===== src/rtl/legv8_instr_encoder.sv =====
// LEGv8 instruction encoder: turns op/field requests into 32-bit machine words,
// buffers them in a FIFO and streams them out with an auto-incrementing byte address.
// Optional immediate range check enabled by defining LEGV8_ENC_IMM_CHECK_EN.
module legv8_instr_encoder #(
  parameter int DEPTH     = 4,
  parameter int ADDR_W    = 8,
  parameter int BASE_ADDR = 0
) (
  input  logic                     clk,
  input  logic                     reset,
  input  logic                     req_valid,
  output logic                     req_ready,
  input  logic [2:0]               req_op,
  input  logic [4:0]               req_rd,
  input  logic [4:0]               req_rn,
  input  logic [4:0]               req_rm,
  input  logic [25:0]              req_imm,
  output logic                     out_valid,
  input  logic                     out_ready,
  output logic [31:0]              out_instr,
  output logic [ADDR_W-1:0]        out_addr,
  output logic [$clog2(DEPTH):0]   fifo_count,
  output logic                     imm_ovf
);
  localparam int PTR_W = $clog2(DEPTH);
  localparam int CNT_W = PTR_W + 1;

  logic [31:0]       mem_q [DEPTH];
  logic [PTR_W-1:0]  wr_ptr_q, rd_ptr_q;
  logic [CNT_W-1:0]  count_q, count_d;
  logic              ready_q;
  logic [ADDR_W-1:0] addr_q;
  logic [31:0]       enc;
  logic              imm_bad, push, wr_en, pop;

  always_comb begin
    enc = '0;
    case (req_op)
      3'd0: enc = {11'b10001011000, req_rm, 6'b0, req_rn, req_rd};
      3'd1: enc = {11'b11001011000, req_rm, 6'b0, req_rn, req_rd};
      3'd2: enc = {11'b10001010000, req_rm, 6'b0, req_rn, req_rd};
      3'd3: enc = {11'b10101010000, req_rm, 6'b0, req_rn, req_rd};
      3'd4: enc = {11'b11111000010, req_imm[8:0], 2'b00, req_rn, req_rd};
      3'd5: enc = {11'b11111000000, req_imm[8:0], 2'b00, req_rn, req_rd};
      3'd6: enc = {8'b10110100, req_imm[18:0], req_rd};
      3'd7: enc = {6'b000101, req_imm};
      default: enc = '0;
    endcase
  end

`ifdef LEGV8_ENC_IMM_CHECK_EN
  always_comb begin
    imm_bad = 1'b0;
    if ((req_op == 3'd4 || req_op == 3'd5) && (|req_imm[25:9])) imm_bad = 1'b1;
    if (req_op == 3'd6 && (|req_imm[25:19]))                    imm_bad = 1'b1;
  end
`else
  assign imm_bad = 1'b0;
`endif

  assign push      = req_valid && ready_q;
  assign wr_en     = push && !imm_bad;
  assign pop       = out_valid && out_ready;
  assign req_ready = ready_q;
  assign out_valid = (count_q != '0);
  // Force zero when empty so stale storage never shows on the bus.
  assign out_instr = out_valid ? mem_q[rd_ptr_q] : 32'h0;
  assign out_addr  = addr_q;
  assign fifo_count = count_q;

  always_comb begin
    count_d = count_q;
    case ({wr_en, pop})
      2'b10:   count_d = count_q + 1'b1;
      2'b01:   count_d = count_q - 1'b1;
      default: count_d = count_q;
    endcase
  end

  always_ff @(posedge clk) begin
    if (wr_en) mem_q[wr_ptr_q] <= enc;
  end

  always_ff @(posedge clk) begin
    if (reset) begin
      wr_ptr_q <= '0;
      rd_ptr_q <= '0;
      count_q  <= '0;
      ready_q  <= 1'b1;
      addr_q   <= ADDR_W'(BASE_ADDR);
    end else begin
      if (wr_en) wr_ptr_q <= wr_ptr_q + 1'b1;
      if (pop) begin
        rd_ptr_q <= rd_ptr_q + 1'b1;
        addr_q   <= addr_q + ADDR_W'(4);
      end
      count_q <= count_d;
      ready_q <= (count_d != CNT_W'(DEPTH));
    end
  end

`ifdef LEGV8_ENC_IMM_CHECK_EN
  logic ovf_q;
  always_ff @(posedge clk) begin
    if (reset) ovf_q <= 1'b0;
    else       ovf_q <= push && imm_bad;
  end
  assign imm_ovf = ovf_q;
`else
  assign imm_ovf = 1'b0;
`endif
endmodule


===== config.mk =====
export PLATFORM = sky130hd
export DESIGN_NAME = legv8_instr_encoder
export DESIGN_NICKNAME = d
export VERILOG_FILES = /design/src/rtl/legv8_instr_encoder.sv
export SDC_FILE = /design/constraint.sdc
export NUM_CORES = 1
export LEC_CHECK = 0
export BUFFER_PORTS_ARGS = -buffer_cell sky130_fd_sc_hd__buf_2
export CORE_ASPECT_RATIO = 0.7
export CORE_MARGIN = 2
export CORE_UTILIZATION = 45
export CTS_BUF_LIST = sky130_fd_sc_hd__clkbuf_4 sky130_fd_sc_hd__clkbuf_8 sky130_fd_sc_hd__clkbuf_16
export CTS_CLUSTER_SIZE = 16
export DETAILED_ROUTE_END_ITERATION = 10
export PLACE_DENSITY = 0.7
export SLEW_MARGIN = 15
export SYNTH_ARGS = -nofsm -noshare
export SYNTH_HDL_FRONTEND = slang
export SYNTH_SLANG_ARGS = --single-unit

===== constraint.sdc =====
create_clock -name clk -period 2.55 [get_ports clk]
set_input_delay 0.51 -clock clk [delete_from_list [all_inputs] [get_ports clk]]
set_output_delay 0.51 -clock clk [all_outputs]
set_load 0.01 [all_outputs]

**Word level (Yosys, flattened, before mapping)**

Memories as Yosys holds them, arrays and structs flattened. A register that Yosys moved wholly into a read port is not among the register bits.
Index checks and enable logic that the tools add are counted.

- Bits in registers: 16
- Memory bits (writable): 128
- Logic and storage cells: 32
- Memories kept: 1

- Add/subtract/negate cells: 5
- Eq/ne operators: 10
- Mux-type cells: 7
- Reduce and logical (&&, ||, !) cells: 4

Memories:

| name | depth | bits a word | read ports | clocked after memory_dff | write ports | line | text |
|---|---|---|---|---|---|---|---|
| mem_q | 4 | 32 | 1 | 1 | 1 | 28 | `logic [31:0] mem_q [DEPTH];` |

Operator list:

| operator | count |
|---|---|
| case mux 32 bit (8 select lines) | 1 |
| two-way mux 32 bit | 1 |
| equality test 3 bit (second input constant) | 4 |
| adder 8 x 3 -> 8 bit (second input constant) | 1 |
| equality test 3 x 2 -> 1 bit (second input constant) | 2 |
| case mux 3 bit (2 select lines) | 1 |
| adder 2 x 1 -> 2 bit (second input constant) | 2 |
| two-way mux 2 bit | 2 |
| adder 3 x 1 -> 3 bit (second input constant) | 1 |
| equality test 3 x 1 -> 1 bit (second input constant) | 1 |
| logical NOT 3 bit | 1 |
| inequality test 3 bit (second input constant) | 1 |
| nonzero test 3 bit | 1 |
| subtractor 3 x 1 -> 3 bit (second input constant) | 1 |
| equality test 2 x 1 -> 1 bit (second input constant) | 1 |
| equality test 2 bit (second input constant) | 1 |
| logical AND 1 bit | 2 |
| two-way mux 1 bit | 2 |

**Depth between registers and ports, before layout**

- Depth after elaboration: 5
- Gate-level depth with buffers: 9

**Worst setup path before layout**

OpenSTA, ideal clock, no wires.

- Path type: register to register
- Start: reg count_q[0], in the netlist fifo_count[0]
- End: reg ready_q, in the netlist req_ready
- Setup time: 120 ps
- Arrival: 2080 ps
- Path slack: 351 ps
- Stages on the path, launching flop included: 10
- Cell sequence: dfxtp_1 > buf_2 > o31ai_4 > inv_1 > ha_1 > inv_1 > fa_1 > xor2_1 > or3_1 > a211o_1

- Word-level cells in the longest chain between the ends: 5
- Elaborated cells on any way between the ends: 8
- Those cells by class: 2 x add/sub; 3 x eq/ne; 1 x mux; 2 x reduce/logical

Ends and longest elaborated chain:

| what | line | text |
|---|---|---|
| start: declaration | 30 | `logic [CNT_W-1:0] count_q, count_d;` |
| start signal: assignment | 97 | `count_q <= count_d;` |
| nonzero test 3 bit * | 65 | `assign out_valid = (count_q != '0);` |
| logical AND 1 bit * | 63 | `assign pop = out_valid && out_ready;` |
| named net pop | 34 | `logic imm_bad, push, wr_en, pop;` |
| equality test 2 x 1 -> 1 bit or equality test 2 bit (tied branches) | 73 | `case ({wr_en, pop})` |
| case mux 3 bit (2 select lines) * | 73 |  |
| inequality test 3 bit * | 98 | `ready_q <= (count_d != CNT_W'(DEPTH));` |
| end signal: assignment | 98 |  |
| end: declaration | 31 | `logic ready_q;` |

The timed path passes the listed nets; every way through them passes the cells marked *.
A chain may end at the register's enable or synchronous reset.

==> run_results.csv <==
group,metric,value,unit
min_path,hold_path.class,"primary input to flop",
layout,nNetsFinal,529,
synth,yosysSeqAreaShare,67.0,%
synth,synth_top_family_by_area,"multiplexers",
synth,netlist_instances,372,
power,leakagePower,2.78,nW
worst_setup_path,crit_type,"flop to output port",
sta,rsz0062_at_grt,"no",
sta,hold_viol_final,0,
cts,cts_sinks,144,
route,firstDrtPassIters,5,
synth,synth_warnings,0,
placed_design,port_buffers,90,
cts,post_cts_resized,0,
floorplanning,row_count,35,
cts,cts_buffers,17,
power,p_per_area,1010,nW/um^2
floorplanning,die_h,102,um
power,power.total,7.54,mW
route,routedWlPerCell,19.4,um
placed_design,dpl.hpwl,8.35,mm
worst_setup_path,r2r_cells,8,
synth,muxShareOfSynthArea,16.6,%
synth,syn_area_per_cell,16.7,sq um
worst_setup_path,r2r-end,"req_ready",
min_path,min_to,"wr_ptr_q[1]",
placed_design,pre_cts_ws,0.149,ns
sta,whs,0.393,ns
global_route,grt_first_pass_wirelength,19.8,mm
route,drtIter0Drc,256,
route,final_antenna_net_count,0,
route,drc,0,
synth,ys_ff_latch,144,
global_route,grt_max_degree,34,
power,peakVddDrop,0.000502,V
worst_setup_path,endpoint_kind,"output port",
synth,ys_types,37,
sta,fin_worst_skew,0.0143,ns
synth,synth_fa_ha_area_share,1.53,%
floorplanning,dieWidth,144,um
sta,drv_slew,0,
cts,cts_tree,"done",
cts,cts_root_buf,"clkbuf_16",
sta,setup_viol,0,
sta,fmax,412,MHz
sta,worst_slew_pin_slew,0.523,ns
route,vias_per_cell,5.28,
cts,htreeDepth,4,
worst_setup_path,arrival,1.92,ns
placed_design,gp_congestion,0.791,
global_route,grt_overflow_total,0,
sta,final.period_utilization,95.2,%
synth,synthSimpleGateAreaFrac,7.35,%
floorplanning,start_util,46.7,%
global_route,gr-usage-all-layers,18.8,%
synth,synth_xor_area_share,1.13,%
cts,clockBufferDepth,2,
synth,syn_area,6210,sq um
layout,diodes,0,
worst_setup_path,cp_max_fo,13,
synth,synth_compound_area_share,3.38,%
layout,fin_util,56.1,%
floorplanning,ioPinCount,94,
min_path,min_from,"req_valid",
layout,drive_gt1_share,36.0,%
sta,post-route-min-period,2.43,ns
run,maxCapViolations,0,
cts,clk_latency,0.42,ns
floorplanning,core_area,13300,sq um
layout,area_growth,20.2,%
worst_setup_path,cp_data_required_time,2.04,ns
cts,hold_buffers,0,
min_path,hold_depth,3,
global_route,antenna_found_initial,0,
worst_setup_path,cp-start-kind,"flop",
sta,setup_slack,0.123,ns
floorplanning,die_area,14800,sq um
route,vias,3542,
outcome,status,"finished clean",
worst_setup_path,r2r_slack,0.22,ns
cts,clk_pin_slew,0.06,ns
worst_setup_path,r2r_start,"fifo_count[2]",
sta,tns,0,ns
cts,post_cts.repair.setup_buffers,0,
route,finalWirelength,13.0,mm
sta,slew_headroom,65.1,%
global_route,grt_pass1_vias,3593,
[stage by stage]
step	instance area (sq um)	std cells
3_3_place_gp	6890	640
5_1_grt	7470	671
3_5_place_dp	6890	640
6_report	7470	671
2_1_floorplan	6220	374
4_1_cts	7470	671
[cell usage after synthesis]
| cell | count | area (sq um) |
|---|---|---|
| o22ai_1 | 1 | 6.26 |
| nor3_1 | 1 | 5.00 |
| and2_1 | 1 | 6.26 |
| and3_1 | 4 | 25.0 |
| mux4_2 | 32 | 721 |
| nor2b_1 | 35 | 219 |
| ha_1 | 6 | 75.1 |
| nand2_1 | 17 | 63.8 |
| inv_2 | 1 | 3.75 |
| nand4_1 | 1 | 6.26 |
| xnor2_1 | 2 | 17.5 |
| or3_1 | 4 | 25.0 |
| o311ai_1 | 2 | 17.5 |
| o211a_1 | 4 | 40.0 |
| nor2_1 | 19 | 71.3 |
| a211o_1 | 1 | 8.76 |
| inv_1 | 7 | 26.3 |
| buf_2 | 10 | 50.1 |
| buf_6 | 3 | 33.8 |
| nand3_1 | 3 | 15.0 |
| o21ai_1 | 3 | 15.0 |
| edfxtp_1 | 128 | 3840 |
| mux2i_1 | 20 | 200 |
| o31ai_4 | 1 | 21.3 |
| dfxtp_1 | 16 | 320 |
| fa_1 | 1 | 20.0 |
| buf_4 | 5 | 37.5 |
| nand3_2 | 1 | 10.0 |
| nor3_2 | 1 | 10.0 |
| mux2_2 | 5 | 56.3 |
| clkbuf_1 | 7 | 26.3 |
| mux2_1 | 5 | 56.3 |
| xor2_1 | 6 | 52.6 |
| a21oi_1 | 10 | 50.1 |
| conb_1 | 1 | 3.75 |
| o311ai_2 | 1 | 16.3 |
| o21ai_0 | 7 | 35.0 |
[per-layer routing]
metal	wire length (um)	track usage [%]	up-vias	part of all wire (%)
met5	0	0	-	0
met4	125	6.27	0	0.96
met3	858	5.34	15	6.6
met2	6180	29.5	121	47
met1	5870	25.8	1781	45
li1	-	-	1625	-
[power breakdown]
part | total [mW] | internal (mW) | leakage, nW | switching, mW
clock network | 2.41 | 1.51 | 0.280 | 0.903
logic | 2.16 | 0.996 | 1.19 | 1.17
registers | 2.96 | 2.85 | 1.31 | 0.106
total | 7.54 | 5.36 | 2.78 | 2.18
[area by class of cell]
| class | instances | area [sq um] |
|---|---|---|
| clock buffer | 17 | 425 |
| multi-input combinational | 197 | 1880 |
| fill | 1086 | 5850 |
| tap | 185 | 231 |
| sequential | 144 | 4170 |
| timing repair buffer | 106 | 583 |
| clock inverter | 14 | 149 |
| inverter | 8 | 30.0 |
[cells in the final DEF, fill, tap and decap left out, types with 4 or more instances in the layout]
cell	n
a21oi_1	10
and3_1	4
buf_2	90
buf_4	15
clkbuf_16	17
clkinv_1	5
dfxtp_1	15
edfxtp_1	128
ha_1	6
inv_1	7
mux2_1	5
mux2_2	5
mux2i_1	20
mux4_2	32
nand2_1	17
nor2_1	19
nor2b_1	35
o211a_1	4
o21ai_0	7
or3_1	4
xor2_1	6
[worst max-delay path: stages, from the launching register on]
cell,delay (ns)
dfxtp_2,0.35
buf_4,0.28
mux4_2,0.56
nor2b_1,0.14
buf_2,0.15
[state kept, by name, indices dropped and copies added, names as in the netlist, named ones only]
| register | flops |
|---|---|
| mem_q | 128 |
| fifo_count | 3 |
| req_ready | 1 |
| wr_ptr_q | 2 |
| out_addr | 6 |
| rd_ptr_q | 2 |
[how the worst max path moves through the flow]
stage	startpoint	to	cells past startpoint
2_1_floorplan	fifo_count[0]	req_ready	9
5_1_grt	flop	out_instr[7]	4
3_3_place_gp	out_ready	req_ready	9
4_1_cts	flop	out_instr[11]	4
6_report	flop	out_instr[3]	4
3_5_place_dp	out_ready	req_ready	9
[kinds of logic (layout without fill, tap and decap cells)]
group | Yosys count | count (layout)
compound gates | 30 | 30
xor+xnor | 8 | 8
fa+ha+maj | 7 | 7
buf+inv | 33 | 145
flops | 144 | 144
mux | 62 | 62
other cells | 1 | 3
simple gates | 87 | 87
No activity file was read; power rests on OpenSTA's default activity.
